File: config.mk
export PLATFORM = sky130hd
export DESIGN_NAME = onehot_serial_encoder
export DESIGN_NICKNAME = d
export VERILOG_FILES = /design/src/rtl/onehot_enc_pkg.sv /design/src/rtl/prio_index.sv /design/src/rtl/onehot_serial_encoder.sv
export SDC_FILE = /design/constraint.sdc
export NUM_CORES = 1
export LEC_CHECK = 0
export BUFFER_PORTS_ARGS = -buffer_cell sky130_fd_sc_hd__buf_2
export CAP_MARGIN = 10
export CORE_MARGIN = 2
export CORE_UTILIZATION = 54
export DETAILED_ROUTE_END_ITERATION = 6
export GPL_TIMING_DRIVEN = 0
export PLACE_DENSITY = 0.81
export SETUP_SLACK_MARGIN = 0.02
export SYNTH_ARGS = -nofsm -noshare
export SYNTH_HDL_FRONTEND = slang
export SYNTH_HIERARCHICAL = 1
export SYNTH_SLANG_ARGS = --single-unit
File: constraint.sdc
create_clock -name clk -period 4.8 [get_ports clk]
set_clock_uncertainty 0.05 [all_clocks]
set_input_delay 0.96 -clock clk [delete_from_list [all_inputs] [get_ports clk]]
set_output_delay 0.96 -clock clk [all_outputs]
set_load 0.02 [all_outputs]
File: src/rtl/onehot_enc_pkg.sv
// rtl/onehot_enc_pkg.sv - shared types and helpers for the one-hot serial encoder
package onehot_enc_pkg;

   localparam int MAX_N = 256;

   typedef enum logic {
      IDLE = 1'b0,
      SCAN = 1'b1
   } state_t;

   function automatic int clog2(input int n);
      int r;
      r = 0;
      while ((1 << r) < n) r++;
      return r;
   endfunction

   // Exactly one bit set: non-zero and clearing the lowest set bit leaves nothing.
   function automatic logic popcount_is_one(input logic [MAX_N-1:0] vec);
      return (vec != '0) && ((vec & (vec - MAX_N'(1))) == '0);
   endfunction

endpackage

File: src/rtl/prio_index.sv
// rtl/prio_index.sv - combinational priority index of a request vector
module prio_index
   import onehot_enc_pkg::*;
#(
   parameter int N         = 8,
   parameter int LSB_FIRST = 1
) (
   input  logic [N-1:0]          vec,
   output logic [clog2(N)-1:0]   idx,
   output logic                  any,
   output logic                  one
);

   localparam int W = clog2(N);

   // The last match in scan order wins, so scan away from the preferred end.
   always_comb begin
      idx = '0;
      if (LSB_FIRST != 0) begin
         for (int i = N - 1; i >= 0; i--) begin
            if (vec[i]) idx = W'(i);
         end
      end else begin
         for (int i = 0; i < N; i++) begin
            if (vec[i]) idx = W'(i);
         end
      end
   end

   assign any = |vec;
   assign one = popcount_is_one(MAX_N'(vec));

endmodule

File: src/rtl/onehot_serial_encoder.sv
// rtl/onehot_serial_encoder.sv - latches a request vector and streams the index of each set bit
module onehot_serial_encoder
   import onehot_enc_pkg::*;
#(
   parameter int N         = 8,
   parameter int LSB_FIRST = 1
) (
   input  logic                  clk,
   input  logic                  rst,
   input  logic                  in_valid,
   output logic                  in_ready,
   input  logic [N-1:0]          in_vec,
   output logic                  out_valid,
   input  logic                  out_ready,
   output logic [clog2(N)-1:0]   out_idx,
   output logic                  out_last,
   output logic                  out_single,
   output logic                  zero_err
);

   localparam int W = clog2(N);

   state_t         r_state;
   state_t         w_state_next;
   logic [N-1:0]   r_pend;
   logic           r_single;
   logic           r_zero_err;

   logic [W-1:0]   w_idx;
   logic           w_any;
   logic           w_one;
   logic           w_fire;
   logic           w_done;
   logic           w_accept;
   logic           w_vec_zero;
   logic [N-1:0]   w_clear_mask;

   prio_index #(
      .N         (N),
      .LSB_FIRST (LSB_FIRST)
   ) u_prio (
      .vec (r_pend),
      .idx (w_idx),
      .any (w_any),
      .one (w_one)
   );

   always_ff @(posedge clk or posedge rst) begin
      if (rst) r_state <= IDLE;
      else     r_state <= w_state_next;
   end

   always_comb begin
      w_state_next = r_state;
      if (w_accept)    w_state_next = w_vec_zero ? IDLE : SCAN;
      else if (w_done) w_state_next = IDLE;
   end

   always_comb begin
      out_valid  = (r_state == SCAN) & w_any;
      out_idx    = out_valid ? w_idx : '0;
      out_last   = out_valid & w_one;
      out_single = out_valid & r_single;
   end

   // Final beat frees the block in the same cycle so vectors stream without a bubble.
   assign w_fire       = out_valid & out_ready;
   assign w_done       = w_fire & out_last;
   assign in_ready     = (r_state == IDLE) | w_done;
   assign w_accept     = in_valid & in_ready;
   assign w_vec_zero   = (in_vec == '0);
   assign w_clear_mask = ~(N'(1) << w_idx);

   always_ff @(posedge clk or posedge rst) begin
      if (rst) begin
         r_pend     <= '0;
         r_single   <= 1'b0;
         r_zero_err <= 1'b0;
      end else begin
         r_zero_err <= w_accept & w_vec_zero;
         if (w_accept) begin
            r_pend   <= in_vec;
            r_single <= popcount_is_one(MAX_N'(in_vec));
         end else if (w_fire) begin
            r_pend   <= r_pend & w_clear_mask;
         end
      end
   end

   assign zero_err = r_zero_err;

endmodule
==> flow_summary.html, run 1 <==
<table>
<tr><th>Metric</th><th>Value</th></tr>
<tr><th colspan="2">Run status</th></tr>
<tr><td>Outcome</td><td>finished clean</td></tr>
<tr><th colspan="2">Routing</th></tr>
<tr><td>Drt pass-1 iters</td><td>4</td></tr>
<tr><td>DR WL/cell</td><td>approximately 12 microns</td></tr>
<tr><td>Total wire length after detailed routing</td><td>roughly 1600 microns</td></tr>
<tr><td>Post-DR vias/cell</td><td>approximately 6</td></tr>
<tr><td>Detailed-route via count</td><td>783</td></tr>
<tr><td>DRC marker count from the first detailed-route iteration</td><td>23</td></tr>
<tr><td>Post-detailed-route count of antenna-violating nets</td><td>0</td></tr>
<tr><td>DRC</td><td>0</td></tr>
<tr><th colspan="2">Timing</th></tr>
<tr><td>Setup_tns</td><td>0 ns</td></tr>
<tr><td>Final min period</td><td>slightly above 3 ns</td></tr>
<tr><td>Worst slew margin</td><td>58.3%</td></tr>
<tr><td>Setup-violating endpoint count in the final report</td><td>0</td></tr>
<tr><td>Final worst path period share</td><td>about two thirds</td></tr>
<tr><td>Actual slew at the worst max-slew pin</td><td>around 0.62 ns</td></tr>
<tr><td>Max-slew violation total from the final report</td><td>0</td></tr>
<tr><td>Max Freq</td><td>roughly 320 MHz</td></tr>
<tr><td>Setup repair after global routing missed its margin</td><td>no</td></tr>
<tr><td>Final hold violation count</td><td>0</td></tr>
<tr><th colspan="2">Clocking</th></tr>
<tr><td>Total CTS buffers</td><td>3</td></tr>
<tr><td>Maximum level of the CTS H-tree</td><td>1</td></tr>
<tr><td>Clock-pin slew on the worst setup and hold paths</td><td>0.06 ns</td></tr>
<tr><td>Clock tree from TritonCTS</td><td>built</td></tr>
<tr><td>Total of hold buffers inserted after clock tree synthesis</td><td>0</td></tr>
<tr><td>Post-CTS setup repair buffer count</td><td>0</td></tr>
<tr><td>Clock Root Buffer</td><td>sky130_fd_sc_hd__clkbuf_4</td></tr>
<tr><td>Deepest clock path buffer count</td><td>2</td></tr>
<tr><td>Resized Gates After CTS</td><td>0</td></tr>
<tr><td>Clock sink count</td><td>11</td></tr>
<tr><td>Worst-skew pair later-pin latency</td><td>between 0.2 and 0.3 ns</td></tr>
<tr><th colspan="2">Floorplanning</th></tr>
<tr><td>I/O pin cnt</td><td>20</td></tr>
<tr><td>Full die area</td><td>1750 sq um</td></tr>
<tr><td>Num rows</td><td>13</td></tr>
<tr><td>Core Area</td><td>about 1300 sq um</td></tr>
<tr><td>Height of the chip</td><td>41.8 microns</td></tr>
<tr><td>Die span in x</td><td>around 42 microns</td></tr>
<tr><td>Initial core utilization</td><td>between 50% and 60%</td></tr>
<tr><th colspan="2">Final layout</th></tr>
<tr><td>Antenna cell count</td><td>0</td></tr>
<tr><td>Combined area of the multi-input logic cells</td><td>approximately 480 sq um</td></tr>
<tr><td>FF+latch area</td><td>~280 sq um</td></tr>
<tr><td>Most common library cell in the layout ignoring fill and taps</td><td>sky130_fd_sc_hd__buf_2</td></tr>
<tr><td>Top library cells by usage in the layout, fill and taps aside</td><td>19 x sky130_fd_sc_hd__buf_2, 12 x sky130_fd_sc_hd__nand2_1, 11 x sky130_fd_sc_hd__dfrtp_1</td></tr>
<tr><td>Layout overhead on the synthesized area</td><td>18.2%</td></tr>
<tr><td>Post-layout instance count excluding filler cells</td><td>132</td></tr>
<tr><td>Filler Cell Count</td><td>about 110</td></tr>
<tr><td>Net count of the finished layout</td><td>between 100 and 150</td></tr>
<tr><td>Fraction of final layout cells sized beyond drive strength 1</td><td>~22%</td></tr>
<tr><th colspan="2">Worst setup path</th></tr>
<tr><td>Startpoint-to-endpoint class of the critical path</td><td>reg2out</td></tr>
<tr><td>CP endpoint kind</td><td>output port</td></tr>
<tr><td>Required time reported for the critical path endpoint</td><td>around 3.8 ns</td></tr>
<tr><td>Crit path max fanout</td><td>6</td></tr>
<tr><td>Startpoint type of the worst setup path</td><td>flip-flop</td></tr>
<tr><td>Endpoint arrival time on the critical path</td><td>2.10 ns</td></tr>
<tr><th colspan="2">Synth</th></tr>
<tr><td>EDFF count, synth</td><td>0</td></tr>
<tr><td>YS warnings</td><td>6</td></tr>
<tr><td>Async S/R FF share, synth</td><td>100%</td></tr>
<tr><td>Area of the mapped netlist</td><td>771 sq um</td></tr>
<tr><td>#FFs+latches synth</td><td>11</td></tr>
<tr><td>Number of cells produced by synthesis</td><td>94</td></tr>
<tr><td>Top_reg_cell synth</td><td>sky130_fd_sc_hd__dfrtp_1</td></tr>
<tr><td>Sequential share of the synthesized area</td><td>between 30% and 40%</td></tr>
<tr><td>Mean cell area of the mapped netlist</td><td>roughly 8.2 sq um</td></tr>
<tr><td>Unique cell type count in the Yosys netlist</td><td>33</td></tr>
<tr><td>Number of nets produced by synthesis</td><td>106</td></tr>
<tr><th colspan="2">Placed design</th></tr>
<tr><td>Number of port buffers</td><td>19</td></tr>
<tr><td>DP HPWL</td><td>~1300 microns</td></tr>
<tr><td>Gp weighted congestion</td><td>slightly below 0.8</td></tr>
<tr><td>Number of cells after detailed placement</td><td>between 100 and 150</td></tr>
<tr><th colspan="2">GRT</th></tr>
<tr><td>Initial antenna violation count</td><td>0</td></tr>
<tr><td>Largest net degree at the start of global routing</td><td>12</td></tr>
<tr><td>All-Layer GR Usage</td><td>approximately a fifth</td></tr>
<tr><td>Vias in the first global route</td><td>approximately 710</td></tr>
<tr><td>First-pass GRT wire length</td><td>approximately 2700 microns</td></tr>
<tr><td>Total overflow reported by the global router</td><td>0</td></tr>
<tr><th colspan="2">Pwr</th></tr>
<tr><td>Total power divided by cell area</td><td>a little under 700 nW/um^2</td></tr>
<tr><td>Maximum VDD drop</td><td>350 uV</td></tr>
<tr><td>Leakage</td><td>0.000404 uW</td></tr>
<tr><th colspan="2">Worst hold path</th></tr>
<tr><td>Kind of path behind the tightest hold check</td><td>reg2reg</td></tr>
<tr><th colspan="2">Run</th></tr>
<tr><td>Maximum Capacitance Violations</td><td>0</td></tr>
</table>
## cells in the mapped netlist (2+ instances only)
cell,n,share of area (%)
sky130_fd_sc_hd__maj3_1,2,2.6
sky130_fd_sc_hd__o21ai_1,7,4.5
sky130_fd_sc_hd__nand2b_1,4,3.2
sky130_fd_sc_hd__o21ai_0,9,5.8
sky130_fd_sc_hd__o31ai_1,3,2.9
sky130_fd_sc_hd__inv_1,3,1.5
sky130_fd_sc_hd__nand2_1,12,5.8
sky130_fd_sc_hd__nor2_1,7,3.4
sky130_fd_sc_hd__nand3_1,2,1.3
sky130_fd_sc_hd__and3_1,5,4.1
sky130_fd_sc_hd__a21oi_1,6,3.9
sky130_fd_sc_hd__or3_1,2,1.6
sky130_fd_sc_hd__dfrtp_1,11,36
sky130_fd_sc_hd__nor3_1,2,1.3
## critical path, stage by stage (launching register included)
cell	delay, ns
sky130_fd_sc_hd__dfrtp_1	0.45
sky130_fd_sc_hd__nor4_4	0.42
sky130_fd_sc_hd__nor4b_2	0.26
sky130_fd_sc_hd__a21oi_1	0.06
sky130_fd_sc_hd__a21oi_1	0.20
sky130_fd_sc_hd__nand3_1	0.16
sky130_fd_sc_hd__nand2_1	0.12
sky130_fd_sc_hd__buf_2	0.17
## final timing paths
| check | endpoint | cells after the start | startpoint | slack, ns |
|---|---|---|---|---|
| max | in_ready | 7 | r_pend[2]$_DFFE_PP0P_ | 1.69 |
| min | r_single$_DFFE_PP0P_ | 2 | r_single$_DFFE_PP0P_ | 0.51 |
| max reg2reg | r_pend[5]$_DFFE_PP0P_ | 9 | r_pend[2]$_DFFE_PP0P_ | 2.14 |
| min reg2reg | r_single$_DFFE_PP0P_ | 2 | r_single$_DFFE_PP0P_ | 0.51 |
| max in group asynchronous | r_pend[0]$_DFFE_PP0P_ | 2 | rst | 3.81 |
| min in group asynchronous | r_single$_DFFE_PP0P_ | 2 | rst | 0.62 |
## metrics by stage
step                      power [uW]  util (%)  setup WS, ns  hold WS (ns)  area, sq um
after CTS                        634      69.1          1.69         0.499          911
after global placement           558      67.1          2.01         0.431          885
after floorplan                  465         -          2.24         0.398          771
after global routing             682      69.1          1.53         0.539          911
after detailed placement         571      67.1          1.99         0.434          885
final                            633      69.1          1.69         0.511          911
## layout make-up
cell class,count,share of cell area [%]
Multi-Input combinational cell,79,52.7
Clock buffer,4,2.88
Timing Repair Buffer,19,10.4
Sequential cell,11,30.2
Buffer,1,0.412
Tap cell,15,2.06
Inverter,3,1.24
## flip-flops by register name (all words and copies together) (netlist names)
signal    flops
zero_err      1
r_pend        8
r_single      1
r_state       1
## layer usage
metal	track usage [%]	part of all wire, %	up-vias
met5	0	0	-
met4	14.8	1.8	0
li1	-	-	391
met3	0	3.7	4
met1	25.2	43	362
met2	32.8	51	26
## where the power goes
part | internal [uW] | total (uW) | switching (uW)
clock network | 32.1 | 60.6 | 28.5
registers | 128 | 187 | 59.5
logic | 154 | 385 | 231
## cells by family (layout without fill, tap and decap cells)
kind of cell,count (synthesis),count (layout),share of synthesized area [%]
DFF,11,11,35.7
buffers and inverters,4,27,1.95
AOI/OAI and AO/OA,30,30,22.1
and+or+nand+nor,44,44,34.1
muxes,1,1,1.30
adders and majority gates,2,2,2.60
xor gates and xnor gates,2,2,2.27
Note: power is estimated with default switching activity, not from simulation.
==> run 2, diff against run 1 <==
- ABC_AREA: default -> 1
- CORE_UTILIZATION: 54 -> 51
- PLACE_DENSITY: 0.81 -> 0.77
- clock period: 4.8 -> 3.2 ns (I/O delays scaled with it)
==> run 2 against run 1 <==
Against the previous run:
- synthesized cell count is 33% higher
- utilization is 5.1 points lower
- cell count is 24% higher
- clock power is 53% higher
- area after synthesis is 6.8% higher
- sequential power is 39% higher
- largest power group unchanged
==> flow_summary.html, run 2 <==
<table>
<tr><th>Metric</th><th>Value</th></tr>
<tr><th colspan="2">Floorplanning</th></tr>
<tr><td>Initial core utilization</td><td>54.7% (-3.8 points)</td></tr>
<tr><td>I/O pin cnt</td><td>20 (unchanged)</td></tr>
<tr><td>Height of the chip</td><td>44.2 microns (+5.7%)</td></tr>
<tr><td>Num rows</td><td>14 (+1)</td></tr>
<tr><td>Die span in x</td><td>44.2 microns (+5.7%)</td></tr>
<tr><td>Core Area</td><td>1510 sq um (+14%)</td></tr>
<tr><td>Full die area</td><td>1950 sq um (+12%)</td></tr>
<tr><th colspan="2">Synth</th></tr>
<tr><td>Area of the mapped netlist</td><td>823 sq um (+6.8%)</td></tr>
<tr><td>Mean cell area of the mapped netlist</td><td>6.59 sq um (-20%)</td></tr>
<tr><td>Number of cells produced by synthesis</td><td>125 (+33%)</td></tr>
<tr><td>YS warnings</td><td>6 (unchanged)</td></tr>
<tr><td>Unique cell type count in the Yosys netlist</td><td>20 (-39%)</td></tr>
<tr><td>Top post-synthesis cells by area</td><td>sky130_fd_sc_hd__dfrtp_1 33%, sky130_fd_sc_hd__nand2_1 17%, sky130_fd_sc_hd__o21ai_0 7.3%</td></tr>
<tr><td>EDFF count, synth</td><td>0 (unchanged)</td></tr>
<tr><td>Sequential share of the synthesized area</td><td>33.4% (-2.3 points)</td></tr>
<tr><td>Top-count cell post-synth</td><td>sky130_fd_sc_hd__nand2_1</td></tr>
<tr><td>Most instantiated cells after synthesis</td><td>37 x sky130_fd_sc_hd__nand2_1, 16 x sky130_fd_sc_hd__inv_1, 14 x sky130_fd_sc_hd__nor2_1</td></tr>
<tr><td>Post-synth top area share</td><td>33.4% (-2.3 points)</td></tr>
<tr><td>Async S/R FF share, synth</td><td>100% (unchanged)</td></tr>
<tr><td>Top_reg_cell synth</td><td>sky130_fd_sc_hd__dfrtp_1</td></tr>
<tr><td>#FFs+latches synth</td><td>11 (unchanged)</td></tr>
<tr><td>Library cell occupying the most area in the post-synthesis netlist</td><td>sky130_fd_sc_hd__dfrtp_1</td></tr>
<tr><td>Number of nets produced by synthesis</td><td>137 (+29%)</td></tr>
<tr><th colspan="2">Routing</th></tr>
<tr><td>Detailed-route via count</td><td>818 (+4.5%)</td></tr>
<tr><td>Post-DR vias/cell</td><td>4.99 (-16%)</td></tr>
<tr><td>DRC marker count from the first detailed-route iteration</td><td>14 (-39%)</td></tr>
<tr><td>DR WL/cell</td><td>10.3 microns (-17%)</td></tr>
<tr><td>Drt pass-1 iters</td><td>4 (unchanged)</td></tr>
<tr><td>DRC</td><td>0 (unchanged)</td></tr>
<tr><td>Total wire length after detailed routing</td><td>1690 microns (+3.1%)</td></tr>
<tr><td>Post-detailed-route count of antenna-violating nets</td><td>0 (unchanged)</td></tr>
<tr><th colspan="2">Worst setup path</th></tr>
<tr><td>CP endpoint kind</td><td>output port</td></tr>
<tr><td>Worst path max stage delay</td><td>0.43 ns (-0.02 ns)</td></tr>
<tr><td>Crit path max fanout</td><td>7 (+1)</td></tr>
<tr><td>Endpoint arrival time on the critical path</td><td>1.74 ns (-0.36 ns)</td></tr>
<tr><td>Most frequent cell on the critical path</td><td>sky130_fd_sc_hd__nand2_2</td></tr>
<tr><td>Dominant delay contributor by cell family on the critical path</td><td>simple AND/OR/NAND/NOR gates</td></tr>
<tr><td>CP max-delay cell</td><td>sky130_fd_sc_hd__dfrtp_1</td></tr>
<tr><td>Startpoint type of the worst setup path</td><td>flip-flop</td></tr>
<tr><td>Required time reported for the critical path endpoint</td><td>2.51 ns (-1.28 ns)</td></tr>
<tr><td>Startpoint-to-endpoint class of the critical path</td><td>reg2out</td></tr>
<tr><td>Worst setup slack for register-to-register paths</td><td>1.37 ns (-0.77 ns)</td></tr>
<tr><td>Cell Chain, Critical Path</td><td>nor2_4, nand2_2, o21ai_1, nand3_1, nor2_1, nand4_2, nand2_2, buf_2</td></tr>
<tr><td>Sum of buffers and inverters on the critical path</td><td>1 (unchanged)</td></tr>
<tr><th colspan="2">Timing</th></tr>
<tr><td>Setup repair after global routing missed its margin</td><td>no</td></tr>
<tr><td>Setup_tns</td><td>0 ns (unchanged)</td></tr>
<tr><td>Worst slack on hold paths</td><td>0.287 ns (-0.223 ns)</td></tr>
<tr><td>Max-slew violation total from the final report</td><td>0 (unchanged)</td></tr>
<tr><td>Final min period</td><td>around 2.4 ns</td></tr>
<tr><td>Max Freq</td><td>around 410 MHz</td></tr>
<tr><td>Worst slew margin</td><td>74.7% (+16 points)</td></tr>
<tr><td>Final hold violation count</td><td>0 (unchanged)</td></tr>
<tr><td>Final worst path period share</td><td>between 70% and 80%</td></tr>
<tr><td>Actual slew at the worst max-slew pin</td><td>0.379 ns (-0.243 ns)</td></tr>
<tr><td>Setup-violating endpoint count in the final report</td><td>0 (unchanged)</td></tr>
<tr><th colspan="2">Final layout</th></tr>
<tr><td>Flip-flop count of the largest register after layout</td><td>8 (unchanged)</td></tr>
<tr><td>Antenna cell count</td><td>0 (unchanged)</td></tr>
<tr><td>Layout overhead on the synthesized area</td><td>17.2%</td></tr>
<tr><td>Biggest register</td><td>r_pend</td></tr>
<tr><td>Fraction of final layout cells sized beyond drive strength 1</td><td>24.3% (+2.1 points)</td></tr>
<tr><td>Top library cells by usage in the layout, fill and taps aside</td><td>37 x sky130_fd_sc_hd__nand2_1, 19 x sky130_fd_sc_hd__buf_2, 16 x sky130_fd_sc_hd__inv_1</td></tr>
<tr><td>Net count of the finished layout</td><td>161 (+24%)</td></tr>
<tr><td>Most common library cell in the layout ignoring fill and taps</td><td>sky130_fd_sc_hd__nand2_1</td></tr>
<tr><th colspan="2">Placed design</th></tr>
<tr><td>DP HPWL</td><td>1400 microns (+6.8%)</td></tr>
<tr><td>Gp weighted congestion</td><td>0.836 (+7.7%)</td></tr>
<tr><td>Number of port buffers</td><td>19 (unchanged)</td></tr>
<tr><th colspan="2">Clocking</th></tr>
<tr><td>Total of hold buffers inserted after clock tree synthesis</td><td>0 (unchanged)</td></tr>
<tr><td>Clock Root Buffer</td><td>sky130_fd_sc_hd__clkbuf_4</td></tr>
<tr><td>Deepest clock path buffer count</td><td>2 (unchanged)</td></tr>
<tr><td>Clock-pin slew on the worst setup and hold paths</td><td>0.07 ns (about the same)</td></tr>
<tr><td>Total CTS buffers</td><td>3 (unchanged)</td></tr>
<tr><td>Resized Gates After CTS</td><td>0 (unchanged)</td></tr>
<tr><td>Clock sink count</td><td>11 (unchanged)</td></tr>
<tr><td>Maximum level of the CTS H-tree</td><td>1 (unchanged)</td></tr>
<tr><td>Worst-skew pair later-pin latency</td><td>0.26 ns (about the same)</td></tr>
<tr><td>Clock tree from TritonCTS</td><td>built</td></tr>
<tr><td>Post-CTS setup repair buffer count</td><td>0 (unchanged)</td></tr>
<tr><th colspan="2">Run status</th></tr>
<tr><td>Outcome</td><td>finished clean</td></tr>
<tr><th colspan="2">GRT</th></tr>
<tr><td>Vias in the first global route</td><td>689 (-3.5%)</td></tr>
<tr><td>Initial antenna violation count</td><td>0 (unchanged)</td></tr>
<tr><td>Total overflow reported by the global router</td><td>0 (unchanged)</td></tr>
<tr><td>Largest net degree at the start of global routing</td><td>12 (unchanged)</td></tr>
<tr><td>First-pass GRT wire length</td><td>2770 microns (+0.98%)</td></tr>
<tr><td>All-Layer GR Usage</td><td>19.0% (-0.96 points)</td></tr>
<tr><th colspan="2">Pwr</th></tr>
<tr><td>Overall power consumption</td><td>936 uW (+48%)</td></tr>
<tr><td>Total power divided by cell area</td><td>971 nW/um^2 (+40%)</td></tr>
<tr><td>Leakage</td><td>0.000501 uW (+24%)</td></tr>
<tr><td>Maximum VDD drop</td><td>417 uV (+19%)</td></tr>
<tr><th colspan="2">Worst hold path</th></tr>
<tr><td>Kind of path behind the tightest hold check</td><td>in2async</td></tr>
<tr><th colspan="2">Run</th></tr>
<tr><td>Maximum Capacitance Violations</td><td>0 (unchanged)</td></tr>
</table>
[run 2: through the flow]
stage	instance area [sq um]	worst slack [ns]	instances	util [%]
after detailed placement	938	1.06	160	62.3
after global placement	938	1.09	160	62.3
after global routing	965	0.611	164	64.0
after CTS	965	0.769	164	64.0
after floorplan	823	1.22	125	-
final	965	0.765	164	64.0
[run 2: cell type report]
class,count,area (sq um)
Multi-Input combinational cell,95,455
Inverter,18,72.6
Buffer,1,20.0
Tap cell,16,20.0
Clock buffer,4,26.3
Fill cell,143,542
Timing Repair Buffer,19,95.1
Sequential cell,11,275
[run 2: cell families after synthesis]
| logic type | after synthesis | synth area share (%) |
|---|---|---|
| AND/OR/NAND/NOR | 71 | 39.5 |
| AO/OA/AOI/OAI | 24 | 15.8 |
| buffers and inverters | 19 | 11.2 |
| flip-flops | 11 | 33.4 |
[run 2: worst paths after layout]
| kind | start | end | cells after the start |
|---|---|---|---|
| max | r_pend[1]$_DFFE_PP0P_ | in_ready | 8 |
| min | rst | r_pend[7]$_DFFE_PP0P_ | 2 |
| max reg2reg | r_pend[1]$_DFFE_PP0P_ | r_pend[1]$_DFFE_PP0P_ | 12 |
| min reg2reg | r_single$_DFFE_PP0P_ | r_single$_DFFE_PP0P_ | 2 |
| max in group asynchronous | rst | r_pend[2]$_DFFE_PP0P_ | 2 |
| min in group clk | r_single$_DFFE_PP0P_ | r_single$_DFFE_PP0P_ | 2 |
[run 2: worst register-to-register path, delay by kind of cell, from the launching register on]
| kind | cells | cell delay [ns] |
|---|---|---|
| simple gates | 8 | 0.88 |
| flops | 1 | 0.43 |
| buf+inv | 2 | 0.20 |
| compound gates | 2 | 0.21 |
[run 2: metal layers]
metal | up-vias | GRT usage (%) | part of all wire [%]
li1 | 445 | - | -
met1 | 357 | 24.4 | 47
met2 | 14 | 32.6 | 50
met3 | 2 | 2.45 | 2.3
met4 | 0 | 7.27 | 0.83
met5 | - | 0 | 0
[run 2: power by group]
part           internal (uW)  total [uW]  switching (uW)
clock                   48.2        92.7            44.5
combinational            206         585             379
sequential               192         259            67.1
total                    446         936             491
